[src/rtl/alu_seq_ctrl.sv]
// Multi-cycle sequencer feeding the 16-bit ALU: fetch/decode/exec/writeback.
// Optional macro ALU_SEQ_BRANCH_EN enables the BZ conditional branch.
`timescale 1ns/1ps
module alu_seq_ctrl #(
   parameter int PC_W = 8
) (
   input  logic            clk,
   input  logic            rst,
   input  logic            start,
   output logic [PC_W-1:0] imem_addr,
   input  logic [15:0]     imem_data,
   output logic [15:0]     alu_a,
   output logic [15:0]     alu_b,
   output logic [3:0]      alu_op,
   output logic            alu_rst,
   input  logic [15:0]     alu_y,
   input  logic            alu_flag,
   output logic            zflag,
   output logic            busy,
   output logic            halted,
   input  logic [1:0]      dbg_sel,
   output logic [15:0]     dbg_data
);

   typedef enum logic [2:0] {
      S_IDLE, S_FETCH, S_DECODE, S_EXEC, S_WB, S_HALT
   } state_t;

   state_t            state, nxt;
   logic [PC_W-1:0]   pc, pc_nxt;
   logic [15:0]       ir, res;
   logic              rflag;
   logic [15:0]       rf [4];

   logic [3:0]        op;
   logic [1:0]        rd, ra, rb;
   logic [7:0]        imm8;
   logic              is_alu, is_ldi, is_halt;

   assign op   = ir[15:12];
   assign rd   = ir[11:10];
   assign ra   = ir[9:8];
   assign rb   = ir[7:6];
   assign imm8 = ir[7:0];

   assign imem_addr = pc;
   assign alu_a     = rf[ra];
   assign alu_b     = rf[rb];
   assign dbg_data  = rf[dbg_sel];

   always_comb begin
      is_alu  = 1'b0;
      is_ldi  = 1'b0;
      is_halt = 1'b0;
      unique case (op)
         4'b0001, 4'b0101,
         4'b0110, 4'b0111: is_alu  = 1'b1;
         4'b0010:          is_ldi  = 1'b1;
         4'b1111:          is_halt = 1'b1;
         default:          ;
      endcase
   end

`ifdef ALU_SEQ_BRANCH_EN
   // offset is sign-extended, PC wraps at PC_W bits
   always_comb begin
      if (op == 4'b1000 && zflag)
         pc_nxt = pc + PC_W'($signed(imm8));
      else
         pc_nxt = pc + PC_W'(1);
   end
`else
   assign pc_nxt = pc + PC_W'(1);
`endif

   always_ff @(posedge clk) begin
      if (!rst) state <= S_IDLE;
      else      state <= nxt;
   end

   always_comb begin
      nxt = state;
      unique case (state)
         S_IDLE, S_HALT: if (start) nxt = S_FETCH;
         S_FETCH:        nxt = S_DECODE;
         S_DECODE:       nxt = S_EXEC;
         S_EXEC:         nxt = S_WB;
         S_WB:           nxt = is_halt ? S_HALT : S_FETCH;
         default:        nxt = S_IDLE;
      endcase
   end

   always_comb begin
      busy    = 1'b0;
      halted  = 1'b0;
      alu_rst = 1'b1;
      alu_op  = 4'b0000;
      unique case (state)
         S_FETCH, S_DECODE, S_WB: busy = 1'b1;
         S_EXEC: begin
            busy    = 1'b1;
            alu_rst = 1'b0;
            alu_op  = op;
         end
         S_HALT:  halted = 1'b1;
         default: ;
      endcase
   end

   always_ff @(posedge clk) begin
      if (!rst) begin
         pc    <= '0;
         ir    <= '0;
         res   <= '0;
         rflag <= 1'b0;
         zflag <= 1'b0;
         for (int i = 0; i < 4; i++) rf[i] <= '0;
      end else begin
         unique case (state)
            S_IDLE, S_HALT: if (start) pc <= '0;
            S_DECODE: ir <= imem_data;
            S_EXEC: begin
               res   <= alu_y;
               rflag <= alu_flag;
            end
            S_WB: begin
               if (is_alu) begin
                  rf[rd] <= res;
                  zflag  <= rflag;
               end
               if (is_ldi) rf[rd] <= {8'h00, imm8};
               if (!is_halt) pc <= pc_nxt;
            end
            default: ;
         endcase
      end
   end

endmodule

[config.mk]
export PLATFORM = sky130hd
export DESIGN_NAME = alu_seq_ctrl
export DESIGN_NICKNAME = d
export VERILOG_FILES = /design/src/rtl/alu_seq_ctrl.sv
export SDC_FILE = /design/constraint.sdc
export NUM_CORES = 1
export LEC_CHECK = 0
export BUFFER_PORTS_ARGS = -buffer_cell sky130_fd_sc_hd__clkbuf_2
export CORE_UTILIZATION = 50
export CTS_CLUSTER_DIAMETER = 200
export CTS_CLUSTER_SIZE = 16
export DETAILED_ROUTE_END_ITERATION = 8
export PLACE_DENSITY = 0.73
export SLEW_MARGIN = 10
export SYNTH_ARGS = -nofsm -noshare
export SYNTH_HDL_FRONTEND = slang
export SYNTH_SLANG_ARGS = --single-unit
[constraint.sdc]
create_clock -name clk -period 3.2 [get_ports clk]
set_input_delay 0.64 -clock clk [delete_from_list [all_inputs] [get_ports clk]]
set_output_delay 0.64 -clock clk [all_outputs]
set_load 0.02 [all_outputs]
==> metrics list <==
- Antenna violations before repair: 0
- Total I/O pin count: 102
* Min-Delay Endpoint: ir[4]$_SDFFE_PN0P_
* Routed met3 length: 861 um
* Layout fillers: 818
- Final hold slack: 0.345 ns
- Sum of met2 wire segment lengths after detailed routing: 6.26 mm
- VDD sags by at most 0.000396 V.
* Setup repair after global routing missed its margin: no
- Routed length on met1: 5.34 mm
* Highest net fanout along the worst path: 16
* Antenna diode count: 0
- At the end of routability-driven placement, the weighted congestion stood at 0.814.
* Number of nets produced by synthesis: 497
* Die extent in y: 107 um
* Number of buffers created by CTS: 17
- In this run the remaining antenna-violating nets after routing total 0.
- CTS tree: yes
- Setup total negative slack on the finished layout was measured at 0 ns.
- Entering global routing, the biggest net connects 39 pins.
- The number of cells on the worst reg-to-reg path is 6.
- Dividing the detail-routed via count by the number of cells gives 5.61.
* Worst min-delay path class: input port to flip-flop
* Die extent in x: 107 um
- Top metal layer carrying routed signals: met4
- Global routing finished with a remaining overflow of 0.
* Hold Path Stages: 3
* 1st-iter DRT viols: 334
- Dividing total power by cell area gives a power density of 587 mW/mm^2.
- Via count of the first global-routing pass: 3847
- Number of standard-cell rows in the floorplan: 37
- Result of the run: completed
- Most frequent standard cell in the layout excluding fill and tap cells: sky130_fd_sc_hd__clkbuf_2
- Most frequent cells in the layout: sky130_fd_sc_hd__clkbuf_2 (101), sky130_fd_sc_hd__nand2_1 (85), sky130_fd_sc_hd__edfxtp_1 (64)
* Clk sinks: 113
- Fin crit period: 2.66 ns
- The first detailed-routing pass took 5 iterations.
* Worst relative slew slack: 32.2%
- The worst setup path is launched from a flip-flop.
- In this run the critical register-to-register path is launched from state[2]$_SDFFE_PN0P_.
- Yosys synthesis warning count: 0
* Start-to-end type of the worst setup path: flip-flop to primary output
- Sequential cells were found to cover 53.0% of the synthesized design area.
* Max frequency: 376 MHz
- Quantity of hold-fixing buffers added after cts: 0
- WL final: 12.6 mm
* Number of endpoints failing setup at the final stage: 0
- Arrival time of data at the critical path endpoint: 2.02 ns
- Placement-stage cell area: 0.00607 mm^2
- The endpoint identified for the worst register-to-register timing path is rf[0][7]$_SDFFCE_PN0P_.
- In the routed design, unresolved DRC markers number 0.
* Die ar.: 0.0114 mm^2
- For this design the static power due to leakage is 2.51 nW.
* Number of port buffers: 101
* Required @ worst endpoint: 2.56 ns
* Relative area change from synthesis to final layout: 21.6%
- Registers take 0.00290 mm^2.
* Fraction of layout instances using a drive strength above 1: 36.1%
- After layout, the worst path uses 83.2% of the clock period.
- Root Buffer: sky130_fd_sc_hd__clkbuf_8
* H-tree level count: 4
- Once layout is done, the placed cells without fillers occupy 0.00666 mm^2.
- Synthesis inferred 113 register bits.
* Net total in the final layout: 594
- Worst-skew pair later-pin latency: 0.51 ns
- No sink is reached through more buffers than the 2 on the longest clock path.
- CTS-repair resized insts: 0
* Vias after detailed routing: 3951
- Number of distinct library cells after synthesis: 39
- The first global-routing pass estimated 19.8 mm of wire.
- In the final layout, the multi-input gates occupy 0.00237 mm^2.
- Routed length per placed instance: 17.9 um
- Critical path capture point type: primary output
- Floorplan Core Area: 0.0105 mm^2
- Synthesized instance count: 458
- Global routing consumed, over all layers together, 23.5% of the routing resources.
- On the final layout, the worst clock skew is 0.00864 ns.
- The count of final max-slew check failures is 0.
- After clock tree synthesis, the clock-pin slew on the worst setup and hold paths is 0.06 ns.
- Transition time at the pin with the least slew margin: 1.01 ns
- Starting density of the core: 52.3%
* HPWL after detailed placement: 8.53 mm
* Maximum Capacitance Violations: 0
- The setup check on the worst reg-to-reg path leaves a slack of 0.76 ns.
* Total power: 3.90 mW
* Hold Vio Cnt, Final: 0
- Cell area after synthesis: 0.00547 mm^2
- In this run the post-CTS setup repair buffer count came out at 0.
* Hold path startpoint: imem_data[4]
- Synthesized area per cell: 12.0 um^2
[worst max-delay path by stage]
stage               slack [ns]             startpoint                 end  cells past startpoint
floorplan                 0.40                    rst  rf[3][0]$_DFFE_PP_                      3
global placement          0.67             dbg_sel[0]         dbg_data[1]                      3
detailed placement        0.61             dbg_sel[0]         dbg_data[7]                      3
CTS                       0.51              flip-flop            alu_b[9]                      2
global route              0.35  state[1]$_SDFFE_PN0P_             alu_rst                      5
finish                    0.54              flip-flop            alu_b[9]                      2
[sequential cells by signal (all words and copies together), names as in the netlist, named ones only]
name       flops
zflag          1
state          3
rflag          1
res           16
ir            16
imem_addr      8
rf            64
[stage by stage]
step	util [%]	setup WS, ns	instances
after floorplan	-	0.396	458
after global placement	58.0	0.672	672
after detailed placement	58.0	0.608	672
after CTS	63.6	0.509	704
after global routing	63.6	0.349	704
final	63.6	0.537	704
[metal layers]
metal	track usage, %	vias to the layer above
li1	-	1859
met1	30.8	1907
met2	38.8	173
met3	4.62	12
met4	8.81	0
met5	0	-
[power breakdown]
part / switching, mW / internal [mW] / total (mW)
Sequential: 0.0680 / 1.59 / 1.66
Combinational: 0.247 / 0.183 / 0.430
Clock: 0.683 / 1.13 / 1.82
Total: 0.997 / 2.91 / 3.90
[logic make-up (layout without fill, tap and decap cells)]
family                     Yosys count  count (layout)  share of synthesized area (%)
and+or+nand+nor                    180             180                           15.0
DFF                                113             113                           53.0
AOI/OAI and AO/OA                   57              57                           5.97
muxes                               57              57                           21.4
buffers and inverters               46             156                           3.75
xor gates and xnor gates             4               4                          0.640
adders and majority gates            1               1                          0.229
[worst max-delay path, cell delays in order (launching register included)]
cell and delay [ns]:
sky130_fd_sc_hd__dfxtp_1 0.91, sky130_fd_sc_hd__mux4_2 0.43, sky130_fd_sc_hd__clkbuf_2 0.18
[layout make-up]
class                      count  area share [%]
timing repair buffer         111            8.72
inverter                      13           0.733
clock buffer                  20            7.03
clock inverter                12            1.79
multi-input combinational    299            35.6
sequential                   113            43.6
tap                          136            2.56
[cells in the mapped netlist]
cell type                    n  share of area [%]
sky130_fd_sc_hd__nor3_4      1               0.30
sky130_fd_sc_hd__o31ai_1     2               0.27
sky130_fd_sc_hd__nor4b_4     1               0.43
sky130_fd_sc_hd__and2_1      4               0.46
sky130_fd_sc_hd__buf_2       5               0.46
sky130_fd_sc_hd__mux2i_1     9                1.6
sky130_fd_sc_hd__a21oi_1    42                3.8
sky130_fd_sc_hd__clkinv_1    1              0.069
sky130_fd_sc_hd__nor3b_1     1               0.14
sky130_fd_sc_hd__buf_8       1               0.27
sky130_fd_sc_hd__o2111a_1    1               0.21
sky130_fd_sc_hd__o21ai_0     8               0.73
sky130_fd_sc_hd__nand4_1     1               0.11
sky130_fd_sc_hd__buf_6       2               0.41
sky130_fd_sc_hd__nand2b_1    3               0.34
sky130_fd_sc_hd__or4_1       2               0.27
sky130_fd_sc_hd__inv_1      12               0.82
sky130_fd_sc_hd__mux4_2     48                 20
sky130_fd_sc_hd__or4b_2      1               0.18
sky130_fd_sc_hd__nor3b_2     1               0.23
sky130_fd_sc_hd__edfxtp_1   64                 35
sky130_fd_sc_hd__a22oi_1     2               0.27
sky130_fd_sc_hd__clkbuf_1   24                1.6
sky130_fd_sc_hd__nor2_2      9                1.0
sky130_fd_sc_hd__and4_1      1               0.16
sky130_fd_sc_hd__o2111ai_4   1               0.48
sky130_fd_sc_hd__nand2_1    85                5.8
sky130_fd_sc_hd__nor2b_1     1               0.11
sky130_fd_sc_hd__xnor2_1     4               0.64
sky130_fd_sc_hd__nand3_2     1               0.18
sky130_fd_sc_hd__buf_1       1              0.069
sky130_fd_sc_hd__dfxtp_1    49                 18
sky130_fd_sc_hd__nand3b_1    3               0.41
sky130_fd_sc_hd__ha_1        1               0.23
sky130_fd_sc_hd__nor3_1      1              0.091
sky130_fd_sc_hd__nor2_1     55                3.8
sky130_fd_sc_hd__a22o_1      1               0.16
sky130_fd_sc_hd__or3_1       5               0.57
sky130_fd_sc_hd__nand3_1     4               0.37
(Power assumes the default switching activity.)
